## config.mk

```make
export PLATFORM = sky130hd
export DESIGN_NAME = apu_frame_sequencer
export DESIGN_NICKNAME = d
export VERILOG_FILES = /design/src/rtl/apu_frame_sequencer.sv
export SDC_FILE = /design/constraint.sdc
export NUM_CORES = 1
export LEC_CHECK = 0
export CORE_MARGIN = 10
export CORE_UTILIZATION = 50
export DETAILED_ROUTE_END_ITERATION = 7
export PLACE_DENSITY = 0.69
export SETUP_SLACK_MARGIN = 0.02
export SLEW_MARGIN = 15
export SYNTH_ARGS = -nofsm -noshare
export SYNTH_HDL_FRONTEND = slang
export SYNTH_SLANG_ARGS = --single-unit
```

## constraint.sdc

```tcl
create_clock -name clk -period 6 [get_ports clk]
set_input_delay 1.2 -clock clk [delete_from_list [all_inputs] [get_ports clk]]
set_output_delay 1.2 -clock clk [all_outputs]
set_load 0.05 [all_outputs]
```

## src/rtl/apu_frame_sequencer.sv

```systemverilog
// apu_frame_sequencer
//   APU frame sequencer: counts APU cycles and emits quarter-frame (e_pulse),
//   half-frame (l_pulse) and end-of-sequence (f_pulse) strobes from an NTSC or
//   PAL step table. It also maintains the frame IRQ flag and applies $4017
//   writes after a CPU-parity-dependent delay.
//
// Ports
//   clk, rst       system clock; asynchronous active-high reset
//   apu_clk_pulse  one-clk strobe per APU cycle
//   cpu_odd        high while the current CPU cycle is odd
//   pal            region select (1 = PAL table)
//   to_apu[1:0]    $4017 data: [1] sequence mode, [0] IRQ inhibit
//   mode_wren      $4017 write enable (rising edge detected)
//   irq_ack        $4015 read strobe, clears irq
//   e_pulse        quarter-frame pulse
//   l_pulse        half-frame pulse
//   f_pulse        end-of-sequence pulse
//   irq            frame IRQ flag (level)
module apu_frame_sequencer #(
  parameter int unsigned        CNT_W       = 15,
  parameter logic [5*CNT_W-1:0] STEPS_NTSC  = {CNT_W'(18640), CNT_W'(14914), CNT_W'(11185),
                                               CNT_W'(7456),  CNT_W'(3728)},
  parameter logic [5*CNT_W-1:0] STEPS_PAL   = {CNT_W'(20782), CNT_W'(16626), CNT_W'(12469),
                                               CNT_W'(8313),  CNT_W'(4156)},
  parameter int unsigned        WR_DLY_EVEN = 2,
  parameter int unsigned        WR_DLY_ODD  = 3
) (
  input  logic       clk,
  input  logic       rst,
  input  logic       apu_clk_pulse,
  input  logic       cpu_odd,
  input  logic       pal,
  input  logic [1:0] to_apu,
  input  logic       mode_wren,
  input  logic       irq_ack,
  output logic       e_pulse,
  output logic       l_pulse,
  output logic       f_pulse,
  output logic       irq
);

  localparam int unsigned DLY_MAX = (WR_DLY_ODD > WR_DLY_EVEN) ? WR_DLY_ODD : WR_DLY_EVEN;
  localparam int unsigned DLY_W   = (DLY_MAX < 2) ? 1 : $clog2(DLY_MAX + 1);

  typedef enum logic {
    WR_IDLE,
    WR_PEND
  } wr_state_t;

  wr_state_t          wr_state_q, wr_state_d;
  logic [1:0]         wr_data_q, wr_data_d;
  logic [DLY_W-1:0]   dly_q, dly_d, dly_load;
  logic               wren_q;
  logic               wr_rise;
  logic               apply;

  logic [CNT_W-1:0]   cnt_q, cnt_d;
  logic               mode_q, mode_d;
  logic               inh_q, inh_d;
  logic               tbl_pal_q, tbl_pal_d;
  logic               e_d, l_d, f_d, irq_d;

  logic [5*CNT_W-1:0] steps;
  logic [CNT_W-1:0]   step1, step2, step3, step4, step5, last_step;

  assign wr_rise  = mode_wren & ~wren_q;
  assign dly_load = cpu_odd ? DLY_W'(WR_DLY_ODD) : DLY_W'(WR_DLY_EVEN);

  assign steps     = tbl_pal_q ? STEPS_PAL : STEPS_NTSC;
  assign step1     = steps[0*CNT_W +: CNT_W];
  assign step2     = steps[1*CNT_W +: CNT_W];
  assign step3     = steps[2*CNT_W +: CNT_W];
  assign step4     = steps[3*CNT_W +: CNT_W];
  assign step5     = steps[4*CNT_W +: CNT_W];
  assign last_step = mode_q ? step5 : step4;

  always_comb begin
    wr_state_d = wr_state_q;
    wr_data_d  = wr_data_q;
    dly_d      = dly_q;
    apply      = 1'b0;
    cnt_d      = cnt_q;
    mode_d     = mode_q;
    inh_d      = inh_q;
    tbl_pal_d  = tbl_pal_q;
    e_d        = 1'b0;
    l_d        = 1'b0;
    f_d        = 1'b0;
    irq_d      = irq_ack ? 1'b0 : irq;

    // A new write edge always re-arms, even if the old delay would have
    // expired on this very APU cycle; the old write is then dropped.
    case (wr_state_q)
      WR_IDLE: begin
        if (wr_rise) begin
          wr_state_d = WR_PEND;
          wr_data_d  = to_apu;
          dly_d      = dly_load;
        end
      end
      WR_PEND: begin
        if (wr_rise) begin
          wr_data_d = to_apu;
          dly_d     = dly_load;
        end else if (apu_clk_pulse) begin
          if (dly_q <= DLY_W'(1)) begin
            apply      = 1'b1;
            wr_state_d = WR_IDLE;
          end else begin
            dly_d = dly_q - DLY_W'(1);
          end
        end
      end
      default: wr_state_d = WR_IDLE;
    endcase

    if (apply) begin
      // Apply takes the place of whatever step was due this APU cycle.
      cnt_d     = '0;
      mode_d    = wr_data_q[1];
      inh_d     = wr_data_q[0];
      tbl_pal_d = pal;
      if (wr_data_q[0]) begin
        irq_d = 1'b0;
      end
      if (wr_data_q[1]) begin
        e_d = 1'b1;
        l_d = 1'b1;
      end
    end else if (apu_clk_pulse) begin
      // >= keeps the counter bounded by the last step of the active mode.
      if (cnt_q >= last_step) begin
        e_d       = 1'b1;
        l_d       = 1'b1;
        f_d       = 1'b1;
        cnt_d     = '0;
        tbl_pal_d = pal;
        if (!mode_q && !inh_q) begin
          irq_d = 1'b1;
        end
      end else begin
        cnt_d = cnt_q + CNT_W'(1);
        if (cnt_q == step1 || cnt_q == step3) begin
          e_d = 1'b1;
        end else if (cnt_q == step2) begin
          e_d = 1'b1;
          l_d = 1'b1;
        end
      end
    end
  end

  always_ff @(posedge clk or posedge rst) begin
    if (rst) begin
      wr_state_q <= WR_IDLE;
      wr_data_q  <= '0;
      dly_q      <= '0;
      wren_q     <= 1'b0;
      cnt_q      <= '0;
      mode_q     <= 1'b0;
      inh_q      <= 1'b1;
      tbl_pal_q  <= 1'b0;
      e_pulse    <= 1'b0;
      l_pulse    <= 1'b0;
      f_pulse    <= 1'b0;
      irq        <= 1'b0;
    end else begin
      wr_state_q <= wr_state_d;
      wr_data_q  <= wr_data_d;
      dly_q      <= dly_d;
      wren_q     <= mode_wren;
      cnt_q      <= cnt_d;
      mode_q     <= mode_d;
      inh_q      <= inh_d;
      tbl_pal_q  <= tbl_pal_d;
      e_pulse    <= e_d;
      l_pulse    <= l_d;
      f_pulse    <= f_d;
      irq        <= irq_d;
    end
  end

endmodule

```

## Yosys cells after proc, flatten, opt, wreduce, memory -nomap -nowiden

Cells that the tools add are included.

| cells by class | value |
|---|---|
| reductions and logical operators | 8 |
| multiplexer cells | 43 |
| $lt $le $gt $ge | 2 |
| equality and inequality tests | 6 |
| add/subtract/negate cells | 2 |
| bitwise operators | 3 |

Operator list:

| cell | number |
|---|---|
| 73-bit two-way mux | 1 |
| 15-bit two-way mux | 4 |
| 15-bit == test | 3 |
| 1-bit two-way mux | 31 |
| 15-bit by 1-bit adder with 15-bit output, second input constant | 1 |
| 15-bit >= comparator | 1 |
| 2-bit two-way mux | 5 |
| 2-bit one-hot mux with 2 select lines | 1 |
| 2-bit nonzero test | 2 |
| 3-bit by 2-bit != test with 1-bit output, second input constant | 1 |
| 3-bit != test, second input constant | 1 |
| 3-bit AND reduction | 1 |
| 2-bit by 1-bit less-or-equal comparator with 1-bit output, second input constant | 1 |
| 1-bit zero test | 2 |
| 2-bit != test, second input constant | 1 |
| 1-bit NOT | 2 |
| 1-bit one-hot mux with 2 select lines | 1 |
| 2-bit AND reduction | 1 |
| 2-bit by 1-bit subtractor with 2-bit output, second input constant | 1 |
| 1-bit AND | 1 |
| 1-bit logical AND | 1 |
| 1-bit logical OR | 1 |

| storage, ports and cells | value |
|---|---|
| input bits | 9 |
| register bits | 28 |
| output and inout bits | 4 |
| logic and storage cells | 76 |

## Longest topological paths before layout

| depth | value |
|---|---|
| depth in word-level cells | 7 |
| depth in mapped cells | 12 |
| depth with buffers taken out | 10 |

## Worst setup path after synthesis

No wires, ideal clock.

| path | value |
|---|---|
| kind | register to register |
| start | register tbl_pal_q |
| end | register tbl_pal_q |
| setup time | 0.128 ns |
| data arrival time | 2.477 ns |
| required time | 5.872 ns |
| slack | 3.396 ns |
| stages on the path, launching flop included | 11 |
| path through | dfrtp_1 buf_2 inv_1 ha_1 ha_1 nand3_1 or3_4 a31oi_4 a21oi_2 a21boi_2 mux2_1 |

| on the way | value |
|---|---|
| cells in the longest elaborated chain, start to end | 5 |

Ends and longest elaborated chain:

| item | line | text |
|---|---|---|
| from (decl) | 60 | `logic tbl_pal_q, tbl_pal_d;` |
| from (signal assigned) | 175 | `tbl_pal_q <= tbl_pal_d;` |
| 73-bit two-way mux | 69 | `assign steps = tbl_pal_q ? STEPS_PAL : STEPS_NTSC;` |
| 15-bit two-way mux | 75 | `assign last_step = mode_q ? step5 : step4;` |
| 15-bit >= comparator | 132 | `if (cnt_q >= last_step) begin` |
| 2-bit nonzero test (no line) | -- |  |
| 2-bit AND reduction (no line) | -- |  |

Every way passes these cells.
A chain may end at the register's enable or synchronous reset.

## Final worst setup path

Ends and elaborated chain as after synthesis.

==> results.txt <==
hpwl dp = 3.17 mm
WS Path Type = register to register
overall fraction of global-route tracks in use = 13.1%
post-layout util = 57.3%
Worst Hold Depth = 2
antenna viol nets, final = 0
Syn Area/Cell = 9.21 um2
GP Congestion = 0.893
post-synthesis sequential area ratio = 37.4%
final hold vios = 0
setup TNS = 0 ns
postcts setup bufs = 0
Critical Path Start = tbl_pal_q
headroom to the max-slew limit = 35.6%
cell taking the most area after synthesis = dfrtp_1
number of max-cap violations = 0
Synthesized Nets = 231
initial antenna violation count = 0
share of cells above drive strength 1 = 5.69%
Peak supply drop = 204 uV
largest net degree at the start of global routing = 29
Slew @ Worst Pin = 0.960 ns
Clk pwr share = 18.7%
fin crit period = 3.22 ns
Starting DRT DRC Count = 211
synthesized netlist cell count = 204
Fmax = 0.311 GHz
Cell Chain, Critical Path = inv_1 > ha_1 > ha_1 > nand3_1 > or3_4 > a31oi_4 > a21oi_2 > a21boi_2 > mux2_1
kind of cell adding the most delay to the critical path = compound AO/OA/AOI/OAI gates
share of the synthesized area in the top cell type = 36.0%
first-pass GRT wire length = 6.87 mm
Nets = 239
commonest cells in the netlist = dfrtp_1 (27), nand2_1 (22), ha_1 (18)
top_reg_cell synth = dfrtp_1
wire per inst = 15.5 um
Sw Pwr = 306 uW
Synth async-reset ratio = 100%
Logic pwr share = 42.4%
Via Count = 1496
post_cts resized = 0
Critical Path Max Stage Delay = 0.56 ns
status = complete, no violations
number of global-route vias before repair = 1494
Die Area = 6610 um2
Netlist cell types = 48
max-slew violations = 0
# diodes = 0
Clock Sinks = 28
Initial Util = 51.7%
slowest stage cell on the critical path = dfrtp_1
number of synthesis warnings = 0
Min-Delay Path Class = register to register
drt first pass iters = 4
Critical Path RT = 6.16 ns
H-tree depth = 1
Area Growth Syn to Fin = 10.9%
Crit path top cell by count = ha_1
row count = 22
Setup-failing EPs final = 0
Power Dens Cells = 369 nW/um2
Min-Delay Endpoint = wr_data_q[1]
Die X = 81.3 um
reg-to-reg startpoint = tbl_pal_q
number of synthesized register bits = 28
clock slew at reported path FFs = 0.09 ns
Post-Route Skew = 0.00210 ns
Hold-fix buffers, CTS = 0
reg-to-reg critical path endpoint = tbl_pal_q
most frequent cell after synthesis = dfrtp_1
Root Buffer = clkbuf_8
P_int = 463 uW
Flop pwr share = 38.9%
Critical Path End Type = register
Post-Synthesis Cell Area = 1880 um2
Die Y = 81.3 um
FF-to-FF path depth = 9
CTS tree = built
startpoint types = register
grt ovf = 0
# IOs = 13
WP buf/inv = 1
Pleak = 0.000941 uW
Worst Path Max Fanout = 12
DR vias/cell = 5.78
Post-synth EDFFs = 0
Residual DRC = 0
worst hold start = wr_data_q[1]
Worst Path Arrival = 3.38 ns
routed wire length = 4.02 mm
Clock Path Buffers = 2
Core Region = 3630 um2
Tcrit/Tclk final = 53.6%
Sw Share = 39.8%
reg2reg setup slack = 2.78 ns
RSZ-0062 raised after global routing = false
TritonCTS Buffers = 3
IO Port Bufs = 12
Worst-Skew Late Latency = 0.27 ns
Synth area leaders = dfrtp_1 (36%), ha_1 (12%), nand2_1 (4.4%), xor2_1 (4.2%), nor2_1 (3.4%)
[layout by cell type, fill, tap and decap left out, types with 4 or more instances in the layout]
master	instances
nand4_1	7
a21oi_1	4
xor2_1	9
dfrtp_1	27
nand2b_1	6
ha_1	18
inv_1	10
nand4b_1	4
o21ai_0	7
nor4_1	4
nand3_1	10
nand2_1	22
clkdlybuf4s50_1	12
xnor2_1	5
nor2_1	17
nor2b_1	4
[layout make-up]
class	instances	area, um2
Clock buffer	3	41.3
Clock inverter	1	30.0
Fill cell	331	1550
Inverter	11	41.3
Multi-Input combinational cell	156	1090
Sequential cell	28	702
Tap cell	48	60.1
Timing Repair Buffer	12	120
[flip-flops by register name, summed over array words and instances (netlist names)]
register / count
mode_q: 1
cnt_q: 15
l_pulse: 1
wren_q: 1
dly_q: 2
wr_data_q: 2
tbl_pal_q: 1
irq: 1
wr_state_q: 1
f_pulse: 1
inh_q: 1
e_pulse: 1
[routing by layer]
metal	track usage (%)	vias to the layer above	share of wire, %
li1	-	740	-
met3	2.43	9	5.5
met2	21.3	41	47
met1	17.1	706	45
met4	4.15	0	1.9
met5	0	-	0
[worst register-to-register path: cells and delay by family (launching register included)]
family	cells	cell delay (ns)
AO/OA/AOI/OAI	3	0.73
adder cells (fa/ha/maj)	2	0.69
flip-flops	1	0.56
AND/OR/NAND/NOR	2	0.54
multiplexers	1	0.37
buffers and inverters	1	0.21
[metrics by stage]
stage	area (um2)	total power [uW]	worst slack, ns	hold WS (ns)	std cells
final	2080	769	2.78	0.489	259
after global routing	2080	835	2.58	0.540	259
after CTS	2080	772	2.79	0.492	259
after detailed placement	2010	623	2.71	0.471	255
after global placement	2010	607	2.79	0.462	255
after floorplan	1880	539	3.40	0.446	204
[how the worst max path moves through the flow]
stage	slack [ns]	depth (start not counted)	end
after floorplan	3.40	10	tbl_pal_q
after global placement	2.79	7	cnt_q[12]
after detailed placement	2.71	7	cnt_q[12]
after CTS	2.79	9	tbl_pal_q
after global routing	2.58	9	tbl_pal_q
final	2.78	9	tbl_pal_q
[power groups by stage]
stage,clock (uW),combinational (uW),sequential [uW]
detailed placement,0,324,300
global route,158,372,305
finish,144,326,299
CTS,150,326,296
global placement,0,310,297
floorplan,0,266,274
[kinds of logic (layout without fill, tap and decap cells)]
family	count (synthesis)	count (layout)	share of synthesized area (%)
buffers and inverters	20	27	4.73
adder cells (fa/ha/maj)	18	18	12.0
AND/OR/NAND/NOR	89	89	25.4
AO/OA/AOI/OAI	33	33	12.8
multiplexers	2	2	1.20
XOR/XNOR	14	14	6.53
flip-flops	28	28	37.4
No activity file was read; power rests on OpenSTA's default activity.
